$ cat src/rtl/bcd_to_binary.sv
// Digit-serial BCD-to-binary converter: nine packed BCD digits in, 36-bit unsigned result out.
// Optional invalid-digit checking is enabled by defining BCD2BIN_DIGIT_CHECK_EN.
module bcd_to_binary (
  input  logic        Clk,
  input  logic        Rst_n,
  input  logic        start,
  input  logic [3:0]  BCD0,
  input  logic [3:0]  BCD1,
  input  logic [3:0]  BCD2,
  input  logic [3:0]  BCD3,
  input  logic [3:0]  BCD4,
  input  logic [3:0]  BCD5,
  input  logic [3:0]  BCD6,
  input  logic [3:0]  BCD7,
  input  logic [3:0]  BCD8,
  output logic [35:0] data,
  output logic        busy,
  output logic        done,
  output logic        error
);

  typedef enum logic {
    S_IDLE = 1'b0,
    S_CONV = 1'b1
  } state_t;

  state_t      r_state;
  state_t      w_stateNext;
  logic [35:0] r_acc;
  logic [35:0] w_accNext;
  logic [35:0] r_dreg;
  logic [35:0] w_dregNext;
  logic [3:0]  r_cnt;
  logic [3:0]  w_cntNext;
  logic [35:0] r_data;
  logic [35:0] w_dataNext;
  logic        r_busy;
  logic        w_busyNext;
  logic        r_done;
  logic        w_doneNext;
  logic [35:0] w_digits;
  logic [35:0] w_accStep;

  assign w_digits  = {BCD8, BCD7, BCD6, BCD5, BCD4, BCD3, BCD2, BCD1, BCD0};
  // acc*10 as shift-and-add, most significant digit consumed first
  assign w_accStep = (r_acc << 3) + (r_acc << 1) + {32'd0, r_dreg[35:32]};

`ifdef BCD2BIN_DIGIT_CHECK_EN
  logic r_bad;
  logic r_error;
  logic w_badIn;
  logic w_badNext;
  logic w_errorNext;
`endif

  always_ff @(posedge Clk) begin
    if (!Rst_n) begin
      r_state <= S_IDLE;
      r_acc   <= '0;
      r_dreg  <= '0;
      r_cnt   <= '0;
      r_data  <= '0;
      r_busy  <= 1'b0;
      r_done  <= 1'b0;
    end else begin
      r_state <= w_stateNext;
      r_acc   <= w_accNext;
      r_dreg  <= w_dregNext;
      r_cnt   <= w_cntNext;
      r_data  <= w_dataNext;
      r_busy  <= w_busyNext;
      r_done  <= w_doneNext;
    end
  end

  always_comb begin
    w_stateNext = r_state;
    w_accNext   = r_acc;
    w_dregNext  = r_dreg;
    w_cntNext   = r_cnt;
    w_dataNext  = r_data;
    w_busyNext  = r_busy;
    w_doneNext  = 1'b0;
    case (r_state)
      S_IDLE: begin
        if (start) begin
          w_dregNext  = w_digits;
          w_accNext   = '0;
          w_cntNext   = '0;
          w_busyNext  = 1'b1;
          w_stateNext = S_CONV;
        end
      end
      S_CONV: begin
        w_accNext  = w_accStep;
        w_dregNext = r_dreg << 4;
        w_cntNext  = r_cnt + 4'd1;
        if (r_cnt == 4'd8) begin
`ifdef BCD2BIN_DIGIT_CHECK_EN
          w_dataNext = r_bad ? 36'd0 : w_accStep;
`else
          w_dataNext = w_accStep;
`endif
          w_doneNext  = 1'b1;
          w_busyNext  = 1'b0;
          w_stateNext = S_IDLE;
        end
      end
      default: begin
        w_stateNext = S_IDLE;
      end
    endcase
  end

`ifdef BCD2BIN_DIGIT_CHECK_EN
  // Flag any nibble above 9 at capture; reported only when the result is published
  always_comb begin
    w_badIn = 1'b0;
    for (int i = 0; i < 9; i++) begin
      if (w_digits[4*i +: 4] > 4'd9) w_badIn = 1'b1;
    end
  end

  always_comb begin
    w_badNext   = r_bad;
    w_errorNext = r_error;
    if (r_state == S_IDLE && start) begin
      w_badNext   = w_badIn;
      w_errorNext = 1'b0;
    end else if (r_state == S_CONV && r_cnt == 4'd8) begin
      w_errorNext = r_bad;
    end
  end

  always_ff @(posedge Clk) begin
    if (!Rst_n) begin
      r_bad   <= 1'b0;
      r_error <= 1'b0;
    end else begin
      r_bad   <= w_badNext;
      r_error <= w_errorNext;
    end
  end

  assign error = r_error;
`else
  assign error = 1'b0;
`endif

  assign data = r_data;
  assign busy = r_busy;
  assign done = r_done;

endmodule

$ cat config.mk
export PLATFORM = sky130hd
export DESIGN_NAME = bcd_to_binary
export DESIGN_NICKNAME = d
export VERILOG_FILES = /design/src/rtl/bcd_to_binary.sv
export SDC_FILE = /design/constraint.sdc
export NUM_CORES = 1
export LEC_CHECK = 0
export CAP_MARGIN = 10
export CORE_MARGIN = 3
export CORE_UTILIZATION = 50
export DETAILED_ROUTE_END_ITERATION = 10
export GPL_ROUTABILITY_DRIVEN = 1
export GPL_TIMING_DRIVEN = 0
export PLACE_DENSITY_LB_ADDON = 0.1
export REMOVE_ABC_BUFFERS = 1
export SLEW_MARGIN = 25
export SYNTH_ARGS = -nofsm -noshare
export SYNTH_HDL_FRONTEND = slang
export SYNTH_SLANG_ARGS = --single-unit
$ cat constraint.sdc
create_clock -name Clk -period 4.3 [get_ports Clk]
set_input_delay 0.43 -clock Clk [delete_from_list [all_inputs] [get_ports Clk]]
set_output_delay 0.43 -clock Clk [all_outputs]
set_load 0.05 [all_outputs]
---- Yosys cells after proc, flatten, opt, wreduce, memory -nomap -nowiden ----
Cells that the tools add are included.
word-level totals
  register bits after elaboration ......... 114
  latch bits .............................. 0
  RAM bits ................................ 0
  bits in read-only memories .............. 0
  bits of input ports ..................... 39
  output and inout bits ................... 39
  logic and storage cells ................. 30
  memories kept ........................... 0
cells by class
  add/subtract/negate cells ............... 3
  multipliers ............................. 0
  div/mod/pow operators ................... 0
  magnitude comparators ................... 0
  equality and inequality tests ........... 3
  shift-type cells ........................ 0
  mux-type cells .......................... 13
  bitwise operators ....................... 1
  reduce and logical (&&, ||, !) cells .... 3
operators by type and width
  cell                 count
  $pmux 36 s2          1
  $pmux 35 s2          1
  $add 36x36->36       1
  $add 36x4->36        1
  $mux 36              1
  $mux 35              1
  $pmux 4 s2           1
  $reduce_and 2->1     3
  $mux 1               5
  $add 4x1->4 const B  1
  $eq 4x4->1 const B   1
  $mux 4               1
  $pmux 1 s2           2
  $ne 2x1->1 const B   1
  $ne 2x2->1 const B   1
  $not 1->1            1

---- Logic depth before layout (Yosys ltp) ----
Gate-level depths: netlist (run 1).
  depth in word-level cells ............... 3
  gate-level depth with buffers ........... 12
  gate-level depth less buffers ........... 12

---- Worst setup path before layout (run 1) ----
No wires, ideal clock.
  path kind ............................... flip-flop to flip-flop
  start ................................... register r_acc[0]
  end ..................................... register r_acc[26]
  library setup time ...................... 117 ps
  arrival ................................. 3160 ps
  path slack .............................. 1023 ps
  stages on the path, launching flop included .. 12
  cell sequence ........................... dfxtp_1 -> inv_1 -> fa_1 -> inv_1 -> fa_1 -> a21o_1 -> a221oi_2 -> a2bb2oi_2 -> nor3_2 -> o31a_1 -> or3_1 -> a32o_1
on the way
  word-level cells in the longest chain between the ends .. 3
RTL lines
  element                   RTL line  text
  start: declaration        29        logic [35:0] r_acc;
  start signal: assignment  67        r_acc <= w_accNext;
  $add 36x36->36            46        assign w_accStep = (r_acc << 3) + (r_acc << 1) + {32'd0, r_dreg[35:32]};
  $add 36x4->36             46
  $pmux 35 s2               84        case (r_state)
No other way between the ends.
A chain may end at the register's enable or synchronous reset.

---- Worst setup path after layout (run 1) ----
  start ................................... register r_acc[0]
  end ..................................... register r_data[32], in the netlist data[32]
on the way
  word-level cells in the longest chain between the ends .. 2
RTL lines
  element                 RTL line  text
  $add 36x36->36          46
  $add 36x4->36           46
  end signal: assignment  70        r_data <= w_dataNext;
  end: declaration        35        logic [35:0] r_data;
No other way between the ends.

==> results of run 1 <==
## state kept, by name (all words and copies together) (netlist names)
signal   cells
busy         1
data        36
done         1
r_acc       35
r_cnt        4
r_dreg      36
r_state      1
## kinds of logic (layout without fill, tap and decap cells)
family / count (synthesis) / in the layout / share of synthesized area (%)
buffers and inverters: 65 / 132 / 3.680
XOR/XNOR: 23 / 23 / 2.977
multiplexers: 37 / 37 / 5.473
other: 1 / 1 / 0.05542
adder cells (fa/ha/maj): 70 / 70 / 13.17
AND/OR/NAND/NOR: 304 / 304 / 21.10
flip-flops: 114 / 114 / 33.73
AO/OA/AOI/OAI: 218 / 218 / 19.82
## placed cells by master, fill, tap and decap left out, types with 4 or more instances in the layout
| master | instances |
|---|---|
| nand2_1 | 81 |
| o21ai_0 | 42 |
| ha_1 | 68 |
| o211ai_1 | 10 |
| nor3b_1 | 12 |
| bufinv_16 | 5 |
| o21bai_1 | 5 |
| nand4_1 | 5 |
| nor2_1 | 115 |
| and2_1 | 7 |
| clkbuf_8 | 4 |
| dfxtp_1 | 113 |
| xnor2_1 | 14 |
| nand2b_1 | 6 |
| a21o_1 | 12 |
| clkdlybuf4s50_1 | 74 |
| mux2i_1 | 37 |
| buf_6 | 4 |
| a21oi_1 | 95 |
| nor3_1 | 17 |
| or3_1 | 9 |
| clkbuf_16 | 17 |
| o21a_1 | 9 |
| o2111ai_1 | 4 |
| nand3_1 | 25 |
| and3_1 | 5 |
| a31oi_1 | 8 |
| nor2b_1 | 4 |
| inv_1 | 16 |
| xor2_1 | 9 |
## worst min-delay path by stage
stage               startpoint         end  slack, ps  cells after the start
floorplan           r_dreg[31]  r_dreg[35]        430                      2
global placement    r_dreg[31]  r_dreg[35]        440                      2
detailed placement    data[26]    data[26]        450                      2
CTS                   data[26]    data[26]        450                      2
global route          data[11]    data[11]        470                      2
finish                data[16]    data[16]        450                      2
## layout make-up
cell class	instances	area (sq um)	share of cell area (%)
clock buffer	23	488.0	5.837
clock inverter	8	173.9	2.081
inverter	17	66.31	0.7933
multi-input combinational	653	4242	50.74
sequential	114	2286	27.35
tap	172	215.2	2.574
timing repair buffer	84	888.4	10.63
## stage by stage
stage	TNS, ps	cells
floorplan	-364.8	784
global placement	-97620	1032
detailed placement	0	1040
CTS	0	1071
global route	0	1071
finish	0	1071
## worst max-delay path, stage by stage, from the launching register on
cell and delay [ps]:
dfxtp_1 340, inv_1 70, fa_1 560, inv_1 80, fa_1 460, a21o_1 230
a221oi_2 390, a2bb2oi_2 290, nor3_2 110, nor4_2 390, nor2_1 150, or3_1 390
a31oi_1 120
## metal layers
layer | vias up | share of wire [%] | global-route usage, %
li1 | 3080 | - | -
met1 | 2849 | 43 | 26.78
met2 | 135 | 50 | 41.91
met3 | 32 | 5.4 | 5.853
met4 | 0 | 2.5 | 10.43
met5 | - | 0 | 0
## power breakdown
part	total (mW)	switching, mW	internal, mW
sequential	1.10	0.0196	1.08
combinational	0.190	0.104	0.0860
clock	1.57	0.488	1.09
total	2.87	0.612	2.25
==> impl_metrics.json, run 1 <==
{
  "grt_pass1_wl_mm": 28.27,
  "synthesis.area_sq_um": 6766,
  "grt_max_degree": 73,
  "timing.rr.end": "data[32]",
  "post_cts_buffers": 0,
  "cts_tree": "yes",
  "total_power_mw": 2.867,
  "yosysMostFrequentCell": "nor2_1",
  "num_rows": 41,
  "clk_latency_ps": 430,
  "rr_worst_depth": 12,
  "diodes": 0,
  "die_w_um": 122.3,
  "fin_worst_skew_ps": 7.904,
  "whs_ps": 454.0,
  "cap_violations": 0,
  "drt-total-wl_mm": 16.76,
  "drive_above_1_share_pct": 6.452,
  "leakage_nw": 3.573,
  "synth_area_leader_cell": "dfxtp_1",
  "core_sq_um": 12930,
  "num_vias": 6096,
  "finalSetupViolations": 0,
  "dpl_worst_slack_ps": 694.4,
  "critPathLaunchType": "flop",
  "crit_end": "data[32]",
  "fillers": 1181,
  "worst_slack_ps": 634.4,
  "grt_overflow": 0,
  "design_area_sq_um": 8359,
  "final_util_pct": 64.66,
  "grt_pass1_vias": 6117,
  "powerDensity_nw_per_um2": 342.9,
  "endpoint_kind": "flop",
  "seq_area_frac_synth_pct": 33.73,
  "syn_avg_cell_area_sq_um": 8.133,
  "synth-seq-cells": 114,
  "vdd_drop_max_v": 0.0002576,
  "remaining_drc_errors": 0,
  "max_slew.worst_pin.slew_ps": 788.9,
  "timing.final.hold_violations": 0,
  "globalplace.congestion": 0.9215,
  "synth_commonest_cells": "nor2_1 (115), dfxtp_1 (114), a21oi_1 (95)",
  "cts-hold-fix-buffers": 0,
  "ys.flop_type": "dfxtp_1",
  "cp.required_ps": 4650,
  "fin_crit_ps": 3666,
  "synth_top_area_share_pct": 33.73,
  "grtUsageTotal_pct": 23.63,
  "max_freq_mhz": 272.8,
  "critPathLaunch": "r_acc[0]",
  "cp.arrival_ps": 4010,
  "cp_max_fo": 4,
  "synthTopCellsByArea": "dfxtp_1 (34%), ha_1 (13%), a21oi_1 (7.0%), nor2_1 (6.4%), mux2i_1 (5.5%)",
  "wl_per_cell_um": 15.65,
  "via_per_inst": 5.692,
  "critical_path_class": "flop to flop",
  "numCtsBuffers": 17,
  "rsz0062_at_grt": "no",
  "ant_nets": 0,
  "r2r_setup_slack_ps": 630,
  "min_path_type": "flop to flop",
  "io_pins": 78,
  "syn2layout_area_growth_pct": 23.54,
  "relSlewSlack_pct": 47.21,
  "r2r_start": "r_acc[0]",
  "synth_edf_count": 0,
  "antenna_found_initial": 0,
  "cts_buffer_depth": 2,
  "start_util_pct": 52.34,
  "ctsResizeCount": 0,
  "maxSlewViolCount": 0,
  "htreeDepth": 4,
  "io_buffers": 76,
  "synthArstFlopShare_pct": 0,
  "ys_types": 64,
  "cts.reportedPaths.clkPinSlew_ps": 50,
  "nNetsFinal": 996,
  "synthCells": 832,
  "cts.sinks": 114,
  "period_share_pct": 85.25,
  "dr.pass1.iters": 5,
  "cts_root_buf": "clkbuf_16",
  "post-dp-hpwl_mm": 11.97,
  "status": "finished, final reports clean",
  "die_y_um": 122.3,
  "drt_first_iter_violations": 339,
  "yosys_warnings": 0,
  "die-area_sq_um": 14960,
  "placed_area_sq_um": 7697
}
Power figures use the tool's default switching activity.
==> run 2, diff against run 1 <==
--- a/config.mk
+++ b/config.mk
@@ -7,10 +7,11 @@
 export LEC_CHECK = 0
 export CAP_MARGIN = 10
 export CORE_MARGIN = 3
-export CORE_UTILIZATION = 50
+export CORE_UTILIZATION = 40
 export DETAILED_ROUTE_END_ITERATION = 10
-export GPL_ROUTABILITY_DRIVEN = 1
+export GPL_ROUTABILITY_DRIVEN = 0
 export GPL_TIMING_DRIVEN = 0
+export MAX_ROUTING_LAYER = met4
 export PLACE_DENSITY_LB_ADDON = 0.1
 export REMOVE_ABC_BUFFERS = 1
 export SLEW_MARGIN = 25
==> run 2 against run 1 <==
Net effect: non-clock buffer count is the same; flip-flop and latch count stayed put; sequential share of layout area about the same; critical endpoint unchanged; highest routed layer unchanged.
==> impl_metrics.json, run 2 (synthesized netlist as in run 1, its figures left out) <==
{
  "top_layer": "met4",
  "cts_root_buf": "clkbuf_16",
  "status": "finished, final reports clean",
  "ant_nets": 0,
  "rr_worst_depth": 12,
  "cts-hold-fix-buffers": 0,
  "die_y_um": 136.1,
  "crit_end": "data[32]",
  "htreeDepth": 4,
  "drive_above_1_share_pct": 6.667,
  "grt_pass1_vias": 5900,
  "final_cell_mix": "nor2_1 (115), dfxtp_1 (113), a21oi_1 (95)",
  "vdd_drop_max_v": 0.0002699,
  "ff_latch_area_sq_um": 2286,
  "maxSlewViolCount": 0,
  "fin_worst_skew_ps": 10.18,
  "via_per_inst": 5.357,
  "r2r_setup_slack_ps": 660,
  "r2r_start": "r_acc[0]",
  "wl_met3_um": 496,
  "post-dp-hpwl_mm": 11.97,
  "multi_input_area_sq_um": 4242,
  "cp.arrival_ps": 3980,
  "diodes": 0,
  "cp_max_fo": 4,
  "max_slew.worst_pin.slew_ps": 814.0,
  "critical_path_class": "flop to flop",
  "grt_max_degree": 67,
  "rsz0062_at_grt": "no",
  "cts_tree": "yes",
  "final_util_pct": 51.52,
  "clk_latency_ps": 420,
  "num_vias": 5978,
  "die-area_sq_um": 18510,
  "grt_pass1_wl_mm": 28.27,
  "min_path_type": "flop to flop",
  "period_share_pct": 84.56,
  "worst_slack_ps": 663.8,
  "met1_length_mm": 7.855,
  "drt_first_iter_violations": 359,
  "wl_per_cell_um": 15.09,
  "grt_overflow": 0,
  "cap_violations": 0,
  "numCtsBuffers": 17,
  "fin_crit_ps": 3636,
  "io_pins": 78,
  "fillers": 1538,
  "die_w_um": 136.1,
  "instances_no_fill": 1116,
  "antenna_found_initial": 0,
  "cts.reportedPaths.clkPinSlew_ps": 60,
  "num_rows": 46,
  "start_util_pct": 41.69,
  "endpoint_kind": "flop",
  "holdPathStages": 2,
  "ctsResizeCount": 0,
  "critPathLaunchType": "flop",
  "dpl_worst_slack_ps": 684.1,
  "nNetsFinal": 996,
  "cts.sinks": 114,
  "dr.pass1.iters": 4,
  "drt-total-wl_mm": 16.84,
  "relSlewSlack_pct": 45.53,
  "final_common_cell": "nor2_1",
  "remaining_drc_errors": 0,
  "grtUsageTotal_pct": 19.51,
  "timing.rr.end": "data[32]",
  "leakage_nw": 3.545,
  "dp.cells": 1084,
  "syn2layout_area_growth_pct": 23.58,
  "core_sq_um": 16230,
  "finalSetupViolations": 0,
  "post_cts_buffers": 0,
  "cts_buffer_depth": 2,
  "critPathLaunch": "r_acc[0]",
  "powerDensity_nw_per_um2": 329.0,
  "cp.required_ps": 4640,
  "max_freq_mhz": 275.0,
  "timing.final.hold_violations": 0,
  "wl_met2_mm": 8.223,
  "io_buffers": 76
}
## run 2: metal layers
layer  track usage (%)  up-vias
met5                 -        -
met4             6.607        0
met2             32.55       84
li1                  -     3090
met1             23.35     2785
met3             4.293       19
## run 2: worst min path at each step
stage,slack [ps],endpoint,from
after floorplan,430,r_dreg[35],r_dreg[31]
after global placement,440,data[26],data[26]
after detailed placement,450,r_dreg[35],r_dreg[31]
after CTS,450,r_acc[18],start
after global routing,470,data[13],data[13]
final,450,data[13],data[13]
## run 2: stage by stage
| stage | hold WS [ps] | cell area, sq um | setup TNS (ps) | total power [mW] |
|---|---|---|---|---|
| after CTS | 445.9 | 8362 | 0 | 2.783 |
| after global routing | 465.2 | 8362 | 0 | 2.849 |
| after floorplan | 431.2 | 6581 | -364.8 | 1.219 |
| after global placement | 443.6 | 7612 | -106820 | 1.303 |
| final | 453.9 | 8362 | 0 | 2.751 |
| after detailed placement | 448.4 | 7749 | 0 | 1.314 |
## run 2: area by class of cell
cell class	instances	share of cell area, %
Multi-Input combinational cell	653	50.73
Sequential cell	114	27.34
Timing Repair Buffer	84	10.58
Clock buffer	20	5.462
Tap cell	216	3.232
Clock inverter	12	1.870
Inverter	17	0.7931
## run 2: power breakdown
group	switching (mW)	leakage (nW)	internal, mW	total (mW)
registers	0.0204	0.925	1.08	1.10
clock network	0.520	0.289	0.942	1.46
logic	0.101	2.33	0.0853	0.187
## run 2: critical path, cell delays in order (launching register included)
cell       delay (ps)
dfxtp_1           330
inv_1              70
fa_1              540
inv_1              70
fa_1              450
a21o_1            230
a221oi_2          420
a2bb2oi_2         290
nor3_2            110
nor4_2            390
nor2_1            150
or3_1             380
a31oi_1           130
